File: config.mk
export PLATFORM = sky130hd
export DESIGN_NAME = mux_nx1_reg
export DESIGN_NICKNAME = d
export VERILOG_FILES = /design/src/rtl/mux_nx1_reg_pkg.sv /design/src/rtl/mux_nx1_reg_rr_pick.sv /design/src/rtl/mux_nx1_reg.sv
export SDC_FILE = /design/constraint.sdc
export NUM_CORES = 1
export LEC_CHECK = 0
export ABC_AREA = 1
export CAP_MARGIN = 30
export CORE_ASPECT_RATIO = 1.25
export CORE_UTILIZATION = 50
export CTS_CLUSTER_SIZE = 10
export DETAILED_ROUTE_END_ITERATION = 6
export MAX_ROUTING_LAYER = met4
export PLACE_DENSITY = 0.8
export REMOVE_ABC_BUFFERS = 1
export SKIP_CTS_REPAIR_TIMING = 1
export SYNTH_ARGS = -nofsm -noshare
export SYNTH_HDL_FRONTEND = slang
export SYNTH_SLANG_ARGS = --single-unit
File: constraint.sdc
create_clock -name clk -period 4.1 [get_ports clk]
set_clock_uncertainty 0.1 [all_clocks]
set_input_delay 0.82 -clock clk [delete_from_list [all_inputs] [get_ports clk]]
set_output_delay 0.82 -clock clk [all_outputs]
set_load 0.05 [all_outputs]
File: src/rtl/mux_nx1_reg_pkg.sv
// mux_pkg: shared constants and helpers for the registered N:1 mux.
//   MODE_FIXED / MODE_RR : encodings of the mode input
//   clog2()              : ceiling log2, used to size sel / out_ch / ptr
package mux_pkg;

  localparam logic MODE_FIXED = 1'b0;
  localparam logic MODE_RR    = 1'b1;

  // Smallest r with 2**r >= n. Callers guarantee n >= 2, so r >= 1.
  function automatic int clog2(input int n);
    int r;
    r = 0;
    while ((1 << r) < n) r++;
    return r;
  endfunction

endpackage

File: src/rtl/mux_nx1_reg_rr_pick.sv
// rr_pick: combinational rotate-priority picker.
//   req  in  N_CH   request vector
//   ptr  in  SEL_W  index searched first; search continues upward and wraps
//   gnt  out SEL_W  first requesting index at or after ptr (0 when none)
//   any  out 1      at least one request is set
// ptr is always kept < N_CH by the owner, so one conditional subtract is
// enough to wrap the search index.
module rr_pick
  import mux_pkg::*;
#(
  parameter  int N_CH  = 8,
  localparam int SEL_W = clog2(N_CH)
) (
  input  logic [N_CH-1:0]  req,
  input  logic [SEL_W-1:0] ptr,
  output logic [SEL_W-1:0] gnt,
  output logic             any
);

  logic [SEL_W:0]   sum;
  logic [SEL_W-1:0] idx;

  always_comb begin
    gnt = '0;
    any = 1'b0;
    sum = '0;
    idx = '0;
    for (int k = 0; k < N_CH; k++) begin
      sum = {1'b0, ptr} + (SEL_W+1)'(k);
      if (sum >= (SEL_W+1)'(N_CH)) sum = sum - (SEL_W+1)'(N_CH);
      idx = sum[SEL_W-1:0];
      // First hit wins; later hits are ignored once any is set.
      if (!any && req[idx]) begin
        any = 1'b1;
        gnt = idx;
      end
    end
  end

endmodule

File: src/rtl/mux_nx1_reg.sv
// mux_nx1_reg: N-channel, W-bit registered multiplexer with valid/ready.
//   clk, rst   rising-edge clock, synchronous active-high reset
//   in_data    N_CH*W  channel i at [i*W +: W]
//   in_valid   N_CH    per-channel valid
//   in_ready   N_CH    one-hot (or zero) accept strobe to the granted channel
//   mode       1       0 = fixed select via sel, 1 = round-robin over valids
//   sel        SEL_W   channel index for fixed mode
//   out_data   W       registered word
//   out_ch     SEL_W   channel the registered word came from
//   out_valid  1       out_data holds a word not yet taken by the consumer
//   out_ready  1       consumer accepts
//   sel_err    1       previous cycle had fixed mode with sel >= N_CH
//   xfer_cnt   CNT_W   completed output transfers, wrapping
// Single output register: a new word loads whenever the register is empty
// or is being drained this cycle, giving one word per cycle with no bubble.
module mux_nx1_reg
  import mux_pkg::*;
#(
  parameter  int N_CH  = 8,
  parameter  int W     = 1,
  parameter  int CNT_W = 16,
  localparam int SEL_W = clog2(N_CH)
) (
  input  logic              clk,
  input  logic              rst,
  input  logic [N_CH*W-1:0] in_data,
  input  logic [N_CH-1:0]   in_valid,
  output logic [N_CH-1:0]   in_ready,
  input  logic              mode,
  input  logic [SEL_W-1:0]  sel,
  output logic [W-1:0]      out_data,
  output logic [SEL_W-1:0]  out_ch,
  output logic              out_valid,
  input  logic              out_ready,
  output logic              sel_err,
  output logic [CNT_W-1:0]  xfer_cnt
);

  localparam int PAD_N = 1 << SEL_W;

  logic [SEL_W-1:0] ptr;
  logic [SEL_W-1:0] rrGnt;
  logic             rrAny;
  logic [SEL_W-1:0] gnt;
  logic             gv;
  logic             selOk;
  logic [PAD_N-1:0] validPad;
  logic             free;
  logic             load;
  logic             drain;
  logic [W-1:0]     selData;

  rr_pick #(.N_CH(N_CH)) uPick (
    .req (in_valid),
    .ptr (ptr),
    .gnt (rrGnt),
    .any (rrAny)
  );

  // in_valid zero-extended to the full sel range so an out-of-range sel
  // reads a 0 instead of indexing past the vector.
  assign validPad = PAD_N'(in_valid);
  // One extra bit keeps the compare meaningful when N_CH is a power of 2.
  assign selOk    = {1'b0, sel} < (SEL_W+1)'(N_CH);

  always_comb begin
    gnt = '0;
    gv  = 1'b0;
    if (mode == MODE_RR) begin
      gnt = rrGnt;
      gv  = rrAny;
    end else begin
      gnt = sel;
      gv  = selOk & validPad[sel];
    end
  end

  assign free  = !out_valid | out_ready;
  assign load  = free & gv;
  assign drain = out_valid & out_ready;

  // Data mux by comparison rather than a variable part-select, so a sel
  // beyond N_CH never forms an out-of-range select (load is 0 then anyway).
  always_comb begin
    selData = '0;
    for (int i = 0; i < N_CH; i++) begin
      if (gnt == SEL_W'(i)) selData = in_data[i*W +: W];
    end
  end

  always_comb begin
    in_ready = '0;
    for (int i = 0; i < N_CH; i++) begin
      in_ready[i] = load & (gnt == SEL_W'(i)) & !rst;
    end
  end

  always_ff @(posedge clk) begin
    if (rst) begin
      out_valid <= 1'b0;
      out_data  <= '0;
      out_ch    <= '0;
      sel_err   <= 1'b0;
      xfer_cnt  <= '0;
      ptr       <= '0;
    end else begin
      if (load) begin
        out_data  <= selData;
        out_ch    <= gnt;
        out_valid <= 1'b1;
        // Pointer advances past the winner only in round-robin; fixed
        // mode leaves it where RR last left it.
        if (mode == MODE_RR) begin
          ptr <= (gnt == SEL_W'(N_CH-1)) ? '0 : gnt + 1'b1;
        end
      end else if (drain) begin
        out_valid <= 1'b0;
      end
      if (drain) xfer_cnt <= xfer_cnt + 1'b1;
      sel_err <= (mode == MODE_FIXED) & !selOk;
    end
  end

  readyOneHot: assert property (@(posedge clk) $onehot0(in_ready));

endmodule

* Yosys cells after proc, flatten, opt, wreduce, memory -nomap -nowiden
Index checks and enable logic that the tools add are counted.
Operators by class: add/subtract/negate cells 17, multiply operators 0, divide/modulo/power cells 0, $lt $le $gt $ge 17, equal/unequal tests 7, shifts and indexed selects 0, muxes and demuxes 55, bitwise logic cells 19, reduce and logical (&&, ||, !) cells 19
Operators with widths (count):
- $mux 3 | 18
- $lt 3x4->1 const B | 9
- $ge 4x4->1 const B | 7
- $mux 1 | 28
- $bmux 1 s3 | 9
- $sub 3x1->3 const B | 8
- $and 1x1->1 | 18
- $add 16x1->16 const B | 1
- $add 3x3->4 const B | 4
- $eq 3x3->1 const B | 4
- $logic_not 1->1 | 9
- $add 3x2->4 const B | 2
- $logic_and 1x1->1 | 7
- $eq 3x2->1 const B | 2
- $add 3x1->4 const B | 1
- $ge 3x4->1 const B | 1
- $add 3x1->3 const B | 1
- $eq 3x1->1 const B | 1
- $logic_not 3->1 | 1
- $reduce_and 2->1 | 1
- $reduce_bool 2->1 | 1
- $or 1x1->1 | 1
Storage, ports and cells: register bits after elaboration 24, bits in latches 0, memory bits (writable) 0, bits in read-only memories 0, output and inout port bits 30, memories 0

* Longest topological paths before layout
Gate-level depths: netlist of run 1.
word-level depth 36, depth in mapped cells 35, depth with buffers taken out 33

* By module
A second synthesis of run 1 with hierarchy kept.
Unflattened totals: cell total of the unflattened synthesis 350, area total of the unflattened synthesis 2160.8 µm²
By module, submodules not included:
- mux_nx1_reg | times used 1, cells each 213, area an instance 1450.1 µm², seq. area each 480.5 µm²
- rr_pick | times used 1, cells each 137, area an instance 710.7 µm², seq. area each 0.0 µm²

* Worst setup path before layout of run 1
Ideal clock, no wire load.
path type register to output, start point reg ptr[1], end point out in_ready[7], arrival 3380 ps, path slack -200 ps, cell stages (with the launch flop) 26, cell sequence dfxtp_1 > buf_6 > inv_4 > ha_1 > buf_2 > inv_2 > nand3_1 > nand3_2 > nand2_2 > nor2_8 > nand3_4 > nor2_4 > nand2_2 > nor2_2 > inv_1 > nor2_1 > inv_1 > o21ai_0 > inv_1 > nand4_1 > a31oi_1 > inv_1 > ha_1 > ha_1 > inv_1 > nor2_1
Between the ends: cells in the longest elaborated chain, start to end 30
Ends and longest elaborated chain:
- start, declared | line mux_nx1_reg.sv:41 | logic [SEL_W-1:0] ptr;
- start signal, assigned | line mux_nx1_reg.sv:114 | ptr <= (gnt == SEL_W'(N_CH-1)) ? '0 : gnt + 1'b1;
- branches (longest 25 deep; another with $add 3x1->4)
- $mux 3 * | line mux_nx1_reg_rr_pick.sv:33 | if (!any && req[idx]) begin
- $mux 3 * | line mux_nx1_reg.sv:69 | if (mode == MODE_RR) begin
- net gnt[1] | line mux_nx1_reg.sv:44 | logic [SEL_W-1:0] gnt;
- $eq 3x3->1 * | line mux_nx1_reg.sv:94 | in_ready[i] = load & (gnt == SEL_W'(i)) & !rst;
- $and 1x1->1 * (2 in a row) | line mux_nx1_reg.sv:94
- end, declared | line mux_nx1_reg.sv:28 | output logic [N_CH-1:0] in_ready,
Mark *: on every way through the listed nets, which the timed path passes. The select of a mux whose other input is x is not followed.

* Worst setup path after layout of run 1
start point reg ptr[1], end point out in_ready[5]
Between the ends: cells in the longest elaborated chain, start to end 30
Ends and longest elaborated chain (line):
- branches (longest 28 deep; another with $add 3x1->4)
- $and 1x1->1 * (2 in a row) | mux_nx1_reg.sv:94
Mark *: on every way between the ends. The select of a mux whose other input is x is not followed.

==> results of run 1 <==
-- power by group through the flow --
stage | sequential [mW] | clock (mW) | combinational [mW]
6_report | 0.260 | 0.159 | 0.732
3_3_place_gp | 0.263 | 0 | 0.575
4_1_cts | 0.258 | 0.160 | 0.590
2_1_floorplan | 0.297 | 0 | 0.315
3_5_place_dp | 0.264 | 0 | 0.588
5_1_grt | 0.262 | 0.170 | 0.777
-- synthesized netlist by cell type, types with 2 or more instances --
| master | count | share of area (%) |
|---|---|---|
| sky130_fd_sc_hd__a21oi_1 | 21 | 4.9 |
| sky130_fd_sc_hd__a21oi_2 | 2 | 0.82 |
| sky130_fd_sc_hd__a31oi_1 | 3 | 0.88 |
| sky130_fd_sc_hd__buf_2 | 2 | 0.47 |
| sky130_fd_sc_hd__buf_6 | 3 | 1.6 |
| sky130_fd_sc_hd__dfxtp_1 | 24 | 22 |
| sky130_fd_sc_hd__ha_1 | 9 | 5.3 |
| sky130_fd_sc_hd__inv_1 | 45 | 7.9 |
| sky130_fd_sc_hd__inv_2 | 7 | 1.2 |
| sky130_fd_sc_hd__inv_4 | 2 | 0.58 |
| sky130_fd_sc_hd__nand2_1 | 71 | 12 |
| sky130_fd_sc_hd__nand2_2 | 14 | 4.1 |
| sky130_fd_sc_hd__nand2_4 | 2 | 1.1 |
| sky130_fd_sc_hd__nand3_1 | 26 | 6.1 |
| sky130_fd_sc_hd__nand3_2 | 10 | 4.7 |
| sky130_fd_sc_hd__nand4_1 | 6 | 1.8 |
| sky130_fd_sc_hd__nor2_1 | 36 | 6.3 |
| sky130_fd_sc_hd__nor3_1 | 7 | 1.6 |
| sky130_fd_sc_hd__o21ai_0 | 19 | 4.4 |
| sky130_fd_sc_hd__o21ai_1 | 2 | 0.47 |
| sky130_fd_sc_hd__o22ai_1 | 2 | 0.58 |
-- final cells by class --
type                       instances  share of cell area, %
sequential                        24                  14.54
clock buffer                       4                  1.645
multi-input combinational        251                  49.38
tap                               56                  2.093
timing repair buffer              95                  25.79
inverter                          55                  6.542
-- flip-flops by register name (all words and copies together), names as in the netlist --
register / flops
out_valid: 1
out_ch: 3
out_data: 1
xfer_cnt: 16
ptr: 3
-- worst max-delay path, delay by kind of cell, from the launching register on --
kind,cells,cell delay (ns)
flip-flops,1,0.37
AND/OR/NAND/NOR,9,0.97
AO/OA/AOI/OAI,2,0.61
buffers and inverters,5,0.54
adder cells (fa/ha/maj),2,0.50
-- cells by family after synthesis --
group                      synth area share (%)
and+or+nand+nor                           42.15
buffers and inverters                     12.43
AOI/OAI and AO/OA                         15.24
DFF                                       22.42
adders and majority gates                 5.254
xor gates and xnor gates                  2.336
other                                    0.1750
-- metrics by stage --
stage               utilization, %  area (sq um)
floorplan                        -          2088
global placement             73.23          3002
detailed placement           73.23          3002
CTS                          74.57          3057
global route                 81.65          3347
finish                       81.65          3347
-- routing by layer --
metal / routed length, um / up-vias
li1: - / 1280
met1: 2764 / 1213
met2: 3815 / 128
met3: 421 / 28
met4: 269 / 0
met5: 0 / -
-- layout by cell type (no fill, tap or decap), drive strengths merged --
cell / synthesis / routed
nor2: 39 / 39
or2: 1 / 1
clkinv: 1 / 1
clkdlybuf4s50: 0 / 35
and3: 1 / 1
a211oi: 1 / 1
a2111oi: 1 / 1
nor3b: 1 / 1
a21oi: 23 / 23
clkbuf: 1 / 12
a31oi: 4 / 4
xor2: 2 / 2
nand2: 87 / 87
nand4: 6 / 6
inv: 54 / 54
o22ai: 2 / 2
xnor2: 2 / 2
nand3: 37 / 37
nor3: 7 / 7
ha: 9 / 9
dfxtp: 24 / 24
o211ai: 1 / 1
nor4: 1 / 1
o21ai: 22 / 22
o21a: 1 / 1
nand3b: 1 / 1
a221oi: 1 / 1
buf: 6 / 52
conb: 1 / 1
-- worst paths after layout --
| check | end | start | cells past startpoint |
|---|---|---|---|
| max reg2reg | out_data | ptr[1] | 34 |
| max | in_ready[5] | ptr[1] | 18 |
| min reg2reg | xfer_cnt[15] | xfer_cnt[15] | 1 |
| min | xfer_cnt[15] | xfer_cnt[15] | 1 |
==> metrics, run 1 <==
area of the mapped netlist=0.002143 sq mm; net count of the finished layout=462; mean cell area of the mapped netlist=6.360 sq um; post-synthesis cell type count=45; number of antenna violations at the first check in global routing=0; post-route non-filler standard cell count=485; Wirelength per Cell=14.99 um; peak ir drop on the vdd network=0.2755 mV; gr ovfl total=0; multi-input combinational cell area=0.001653 sq mm; instance count after placement with tap cells included=474; first drt pass iteration count=5; number of remaining DRC errors=0; core area=0.004099 sq mm; fraction of layout cells with a size suffix above 1=36.13%; Chip Height=75.20 um; drt initial violations=236; number of buffers created by CTS=3; global routing met3 resource utilization=2.405%; data arrival at the endpoint of the critical path=3.26 ns; Post-synth EDFFs=0; final setup TNS=-0.4426 ns; Max clock buf depth=2; Worst path max stage delay=0.37 ns; total track usage=28.58%; horizontal extent of the die=60.56 um; Synth async-reset ratio=0%; CP cell instances=inv_4 -> ha_4 -> inv_6 -> nand3_1 -> nand2_1 -> nand2_1 -> nand2_2 -> inv_1 -> nand3_2 -> nor2_1 -> a2111oi_2 -> nand4_1 -> a31oi_2 -> buf_4 -> ha_2 -> nand2_2 -> nor2_2 -> buf_12; Cells after Synth=337; number of register bits inferred by synthesis=24; root buffer cell=sky130_fd_sc_hd__clkbuf_8; kind of launch point of the worst setup path=flip-flop; number of slew-limit violations in the final report=0; slowest library cell on the worst path=sky130_fd_sc_hd__dfxtp_4; post-layout worst setup margin=-0.08211 ns; final hold violations=0; max-cap violation count=0; remaining number of nets flagged by the antenna check after routing=0; share of power burned in combinational logic=63.6%; unrepaired setup endpoints after global routing=yes; share of the yosys chip area belonging to registers=22.42%; layout overhead on the synthesized area=56.16%; global-route wire length before repair=9735 um; sequential power share=22.6%; power share of the clock group=13.8%; DRT Wirelength=7270 um; worst-skew pair later-pin latency=0.26 ns; number of global-route vias before repair=2355; outcome=finished with violations; YS warnings=0; GR met1 Demand/Resource=32.11%; startpoint-to-endpoint class of the critical path=flip-flop to primary output; failing checks=negative setup slack; initial core utilization=52.29%; relative max-transition margin=65.22%; met2 GRT Util=51.77%; post-place setup slack=-0.4570 ns; I/O Pins=53; switching power share of the total=44.22%; shortest period the worst path allows=4.182 ns; Worst-Margin Slew=0.5201 ns; CTS tree=built; gr busiest metal=met2; Critical Path RT=3.18 ns; filler instances=274; total power per unit cell area=344.2 mW/mm^2; total inserted antenna cells=0; final weighted congestion in routability-driven placement=0.9327; post-CTS clock slew at the launch and capture registers of the worst setup and hold paths=0.08 ns; CP endpoint kind=primary output; post-DR vias/cell=5.462; Achievable Freq=239.1 MHz; Switch Pwr=0.5093 mW; std cell rows=26; area used by sequential logic in the layout=486.7 sq um; Main synth FF type=sky130_fd_sc_hd__dfxtp_1; maximum number of pins on one net before global-route repair=19; H-Tree Depth=1; number of clock sinks=24; worst reg2reg setup slack=0.30 ns; Final Total Pwr=1.152 mW; number of port buffers=51; part of the cycle the worst path needs=102.0%; Die Area=0.004554 sq mm; worst slack on hold paths=0.3623 ns; total number of vias=2649; total half-perimeter wirelength after legalization and detailed placement=4721 um; CP Max Fanout=6; class of the most critical hold timing path=flip-flop to flip-flop; Pleak=1.440 nW; Cell Int Power=0.6426 mW; final setup fails=8
Power figures use the tool's default switching activity.
==> run 2, diff against run 1 <==
Settings changed: SLEW_MARGIN set to 20.
==> results of run 2 <==
Same layout as run 1: the final DEF is identical, and so are final timing and power.
==> run 3, diff against run 2 <==
Settings changed: PLACE_DENSITY 0.8 to 0.82.
==> run 3 against run 2 <==
The flow now finishes without violations. Critical path depth grew 3. Worst setup slack improved by 0.093 ns. Clock power is 11% lower. Wire length shrank 11%. Register-to-register slack better by 0.25 ns. Sequential power about the same. Worst hold slack better by 0.00087 ns. Combinational power is 8.7% lower.
==> metrics, run 3 (synthesized netlist as in run 1, its figures left out) <==
net count of the finished layout=454; total track usage=27.40%; CP cell instances=clkbuf_2 -> nand2_2 -> nand3_4 -> nand3_4 -> nand2_4 -> nor2_8 -> nand3_4 -> nor2_4 -> nand2_2 -> nor2_4 -> inv_2 -> nor2_4 -> inv_2 -> a21oi_1 -> inv_1 -> a31oi_4 -> ha_2 -> ha_1 -> inv_1 -> nor2_2 -> buf_12; DRT Wirelength=6451 um; unrepaired setup endpoints after global routing=yes; relative max-transition margin=65.29%; uppermost routed layer=met4; post-route non-filler standard cell count=476; Reg with most FFs=xfer_cnt; filler instances=311; Wirelength per Cell=13.55 um; shortest period the worst path allows=4.089 ns; maximum number of pins on one net before global-route repair=19; number of remaining DRC errors=0; final hold violations=0; number of buffers created by CTS=3; kind of launch point of the worst setup path=input pin; instance count after placement with tap cells included=469; fraction of layout cells with a size suffix above 1=31.43%; slowest library cell on the worst path=sky130_fd_sc_hd__ha_2; Die Area=0.004554 sq mm; multi-input combinational cell area=0.001589 sq mm; core area=0.004099 sq mm; total half-perimeter wirelength after legalization and detailed placement=4779 um; number of clock sinks=24; Worst-Margin Slew=0.5191 ns; registers with the most flip-flops=xfer_cnt (16), out_ch (3), ptr (3); Chip Height=75.20 um; Achievable Freq=244.5 MHz; initial core utilization=52.29%; CP top delay family=simple AND/OR/NAND/NOR gates; outcome=completed; total inserted antenna cells=0; Worst path max stage delay=0.23 ns; number of flip-flops under the largest register name=16; switching power share of the total=44.70%; area used by sequential logic in the layout=484.2 sq um; class of the most critical hold timing path=flip-flop to flip-flop; met2 wire length=3324 um; drt initial violations=172; sequential power share=24.3%; CTS tree=built; final weighted congestion in routability-driven placement=0.9103; CP endpoint kind=primary output; part of the cycle the worst path needs=99.74%; buffer and inverter count on the worst path=6; global-route wire length before repair=9259 um; final setup fails=0; root buffer cell=sky130_fd_sc_hd__clkbuf_8; most frequent standard cell in the layout excluding fill and tap cells=sky130_fd_sc_hd__nand2_1; worst-skew pair later-pin latency=0.27 ns; number of port buffers=51; startpoint-to-endpoint class of the critical path=input pin to primary output; first drt pass iteration count=5; remaining number of nets flagged by the antenna check after routing=0; Pleak=1.396 nW; number of antenna violations at the first check in global routing=0; final setup TNS=0 ns; Final Core Density=78.27%; I/O Pins=53; number of slew-limit violations in the final report=0; power share of the clock group=13.2%; max-cap violation count=0; Switch Pwr=0.4775 mW; CP Max Fanout=3; post-CTS clock slew at the launch and capture registers of the worst setup and hold paths=0.08 ns; Critical Path RT=3.18 ns; Final Total Pwr=1.068 mW; wire length on met1=2654 um; post-DR vias/cell=5.420; layout overhead on the synthesized area=49.68%; gr ovfl total=0; routed length on met3=256 um; H-Tree Depth=1; data arrival at the endpoint of the critical path=3.17 ns; total power per unit cell area=332.9 mW/mm^2; Cell Int Power=0.5906 mW; highest-count cells in the layout ignoring fill and taps=sky130_fd_sc_hd__nand2_1, sky130_fd_sc_hd__inv_1, sky130_fd_sc_hd__clkdlybuf4s50_1, sky130_fd_sc_hd__buf_4, sky130_fd_sc_hd__nor2_1; horizontal extent of the die=60.56 um; number of global-route vias before repair=2179; std cell rows=26; total number of vias=2580; peak ir drop on the vdd network=0.3076 mV; Max clock buf depth=2; share of power burned in combinational logic=62.5%
run 3: cell types whose count changed in the layout (fill, tap and decap cells not counted), moves of 2 or more:
| cell | change |
|---|---|
| sky130_fd_sc_hd__inv_1 | +2 |
| sky130_fd_sc_hd__ha_1 | +3 |
| sky130_fd_sc_hd__buf_4 | -9 |
| sky130_fd_sc_hd__nand2_1 | +8 |
| sky130_fd_sc_hd__nand2_2 | -8 |
| sky130_fd_sc_hd__ha_4 | -4 |
run 3: through the flow:
stage / worst slack (ns) / cell area, sq um / hold slack [ns]
after floorplan: -0.4697 / 2088 / 0.5344
after global placement: -0.3982 / 2964 / 0.3405
after detailed placement: -0.5383 / 2964 / 0.3468
after CTS: -0.5568 / 3005 / 0.3604
after global routing: -0.1754 / 3208 / 0.3817
final: 0.01060 / 3208 / 0.3632
run 3: path summary, 6_finish.rpt:
path                              startpoint           end  slack [ns]  cells past startpoint
worst min-delay path            xfer_cnt[15]  xfer_cnt[15]        0.36                      1
worst min register to register  xfer_cnt[15]  xfer_cnt[15]        0.36                      1
worst max register to register        ptr[0]      out_data        0.55                     33
worst max-delay path             in_valid[3]   in_ready[3]        0.01                     21
run 3: layout make-up:
| type | count | share of cell area (%) |
|---|---|---|
| Inverter | 55 | 6.747 |
| Sequential cell | 24 | 15.09 |
| Tap cell | 56 | 2.184 |
| Clock buffer | 3 | 1.287 |
| Multi-Input combinational cell | 251 | 49.53 |
| Timing Repair Buffer | 87 | 25.16 |
run 3: power groups by stage:
stage | Combinational [mW] | Clock, mW | Sequential, mW
2_1_floorplan | 0.315 | 0 | 0.297
3_3_place_gp | 0.565 | 0 | 0.262
3_5_place_dp | 0.576 | 0 | 0.263
4_1_cts | 0.578 | 0.142 | 0.257
5_1_grt | 0.720 | 0.149 | 0.261
6_report | 0.668 | 0.141 | 0.260
run 3: worst register-to-register path, delay by kind of cell (launching register included):
kind	cells	cell delay, ns
compound gates	3	0.28
xor+xnor	1	0.17
fa+ha+maj	2	0.42
buf+inv	6	0.62
flops	1	0.34
simple gates	21	1.55
run 3: layer usage:
layer	vias up	track usage, %
li1	1259	-
met1	1210	31.20
met2	92	48.72
met3	19	1.890
met4	0	11.62
met5	-	-
==> RTL change, RTL diff (config.mk and constraints of run 3) <==
`CNT_W`: 16 -> 24.
--- a/src/rtl/mux_nx1_reg.sv
+++ b/src/rtl/mux_nx1_reg.sv
@@ -18,7 +18,7 @@
 #(
   parameter  int N_CH  = 8,
   parameter  int W     = 1,
-  parameter  int CNT_W = 16,
+  parameter  int CNT_W = 24,
   localparam int SEL_W = clog2(N_CH)
 ) (
   input  logic              clk,
Interface: changed (resized xfer_cnt); port bits go from 53 to 61. The function was not compared with the original's and may differ.
==> RTL change against run 3 <==
- non-clock buffer count up 12
- utilization rose by 2.1 points
- total power rose by 34%
- cell area increased by 22%
- combinational power increased by 15%
- critical path type unchanged
- setup slack better by 0.085 ns
- synthesized area rose by 21%
- sequential share of layout area is 1.4 points higher
- worst hold slack better by 0.0042 ns
- critical endpoint is now in_ready[5]
- wire length grew 22%
- sequential cell count increased by 8
==> RTL change: results (changes against run 3) <==
Global routing
  – Maximum number of pins on one net before global-route repair: 22 (+3)
  – Met3 usage: 3.57% (+1.7 points)
  – First-pass GRT wire length: 11900 µm (+29%)
  – Global-route usage over all layers: 28.9% (+1.5 points)
  – Met2 GRT Util: 53.3% (+4.5 points)
  – Number of global-route vias before repair: 2825 (+30%)
  – Global-route met1 utilization: 30.0% (-1.2 points)
  – Number of antenna violations at the first check in global routing: 0 (unchanged)

Route
  – Total length of routed met2 wires: 4260 µm (+28%)
  – Topmost layer with routed signal wires: met4
  – TritonRoute pass-1 iters: 5 (unchanged)
  – Iteration-0 DRC Markers: 171 (-0.58%)
  – Met3 Routed Length: 356 µm (+39%)
  – Number of vias per cell after detailed routing: 5.44 (+0.43%)
  – Metal1 wirelength: 3030 µm (+14%)
  – Average detailed-routed wire length per instance: 14.0 µm (+3.0%)

Yosys
  – Dominant synthesized flop cell: sky130_fd_sc_hd__dfxtp_1
  – Fraction of registers with async set or reset after synthesis: 0% (unchanged)
  – Proportion of synthesized chip area in sequential cells: 24.7% (+2.3 points)
  – Cells taking the most area after synthesis: sky130_fd_sc_hd__dfxtp_1 25%, sky130_fd_sc_hd__nand2_1 12%, sky130_fd_sc_hd__inv_1 9.1%
  – Leading post-synthesis cells by instance count: 86 x sky130_fd_sc_hd__nand2_1, 63 x sky130_fd_sc_hd__inv_1, 44 x sky130_fd_sc_hd__nand3_1
  – Synthesis Warnings: 0 (unchanged)
  – Avg Inst Size Synth: 6.39 µm² (+0.50%)

Cells and area
  – Number of antenna repair diodes: 0 (unchanged)
  – Number of inserted filler cells in the final layout: 316 (+1.6%)
  – Non-filler cells in the finished layout: 564 (+18%)
  – Nets: 534 (+18%)
  – Fraction of layout cells with a size suffix above 1: 27.8% (-3.7 points)
  – Largest registers: xfer_cnt: 24 flops, out_ch: 3 flops, ptr: 3 flops

Clock network
  – Buffer levels on the longest clock path: 2 (unchanged)
  – Clock insertion delay at the later pin of the skew report: 0.29 ns (+0.02 ns)
  – H-tree level count: 2 (+1)
  – Clock-pin slew of the registers on the worst-case setup and hold paths: 0.07 ns
  – Root Buffer Master: sky130_fd_sc_hd__clkbuf_8
  – TritonCTS Buffers: 5 (+2)

Timing
  – Worst slack on hold paths: 0.367 ns (+0.00416 ns)
  – Least-Margin Pin Slew: 0.536 ns (+0.0167 ns)

Worst hold path
  – Origin of the worst min-delay path: xfer_cnt[23]
  – Number of cells on the worst hold path: 2 (+1)
  – Worst min-delay path class: flop to flop
  – Hold endpoint: xfer_cnt[23]

Placement
  – Detailed-placement wirelength estimate: 5850 µm (+22%)
  – GPL Wtd Cong: 1.00 (+10%)
  – Worst setup timing slack at the placement stage: -0.273 ns (+0.265 ns)
  – Number of port buffers: 59 (+16%)

Power
  – Cell leakage power: 1.70 nW (+22%)
  – Worst vdd ir: 335 µV (+8.8%)

Critical path
  – Arrival time at the worst endpoint: 3.08 ns (-0.09 ns)
  – Crit path max fanout: 4 (+1)
  – Capture point of the worst reg-to-reg path: out_data
  – R2R setup slack: 0.69 ns (+0.14 ns)
  – FF-to-FF path depth: 28 (-15%)

Status
  – Run status: completed
## RTL change: where the power goes
part	total (mW)	switching, mW	internal [mW]
combinational	0.767	0.455	0.312
clock	0.331	0.116	0.214
sequential	0.333	0.00942	0.324
## RTL change: cell families (layout without fill, tap and decap cells)
group / count (synthesis) / count (layout) / share of synthesized area (%)
compound gates: 60 / 60 / 13.6
buf+inv: 78 / 176 / 12.4
other cells: 1 / 1 / 0.145
fa+ha+maj: 8 / 8 / 3.86
flops: 32 / 32 / 24.7
simple gates: 222 / 222 / 41.9
xor+xnor: 5 / 5 / 3.42
## RTL change: worst max path at each step
stage	start	to	slack, ns	cells after the start
final	in_valid[0]	in_ready[5]	0.1	18
after global routing	in_valid[0]	in_ready[7]	-0.1	19
after CTS	in_valid[4]	in_ready[7]	-0.28	19
after detailed placement	in_valid[4]	in_ready[7]	-0.27	19
after global placement	in_valid[4]	in_ready[3]	-0.19	18
after floorplan	ptr[1]	in_ready[0]	-0.80	14
## RTL change: worst max-delay path, cell delays in order
cell                             delay [ns]
sky130_fd_sc_hd__dlymetal6s2s_1        0.16
sky130_fd_sc_hd__nand2_1               0.12
sky130_fd_sc_hd__nand3_1               0.08
sky130_fd_sc_hd__nand2_1               0.10
sky130_fd_sc_hd__inv_1                 0.09
sky130_fd_sc_hd__o21ai_2               0.21
sky130_fd_sc_hd__buf_4                 0.15
sky130_fd_sc_hd__nor3_2                0.04
sky130_fd_sc_hd__nor2_1                0.11
sky130_fd_sc_hd__nand3_1               0.10
sky130_fd_sc_hd__nor2_1                0.15
sky130_fd_sc_hd__nor2_2                0.07
sky130_fd_sc_hd__nor2_4                0.09
sky130_fd_sc_hd__buf_4                 0.15
sky130_fd_sc_hd__ha_1                  0.21
sky130_fd_sc_hd__nand2_1               0.12
sky130_fd_sc_hd__nor2_2                0.16
sky130_fd_sc_hd__buf_12                0.15
## RTL change: layout make-up
| cell class | count | area [µm²] | area share, % |
|---|---|---|---|
| inverter | 69 | 270 | 6.91 |
| sequential | 32 | 646 | 16.5 |
| multi-input combinational | 296 | 1810 | 46.3 |
| tap | 60 | 75.1 | 1.92 |
| clock buffer | 7 | 96.3 | 2.46 |
| timing repair buffer | 99 | 982 | 25.1 |
| clock inverter | 1 | 30.0 | 0.768 |
## RTL change: stage by stage
| step | util (%) | total power [mW] | cell area (µm²) |
|---|---|---|---|
| after global placement | 73.1 | 0.997 | 3560 |
| after floorplan | - | 0.751 | 2530 |
| after global routing | 80.3 | 1.51 | 3910 |
| after detailed placement | 73.1 | 1.02 | 3560 |
| after CTS | 75.7 | 1.35 | 3690 |
| final | 80.3 | 1.43 | 3910 |
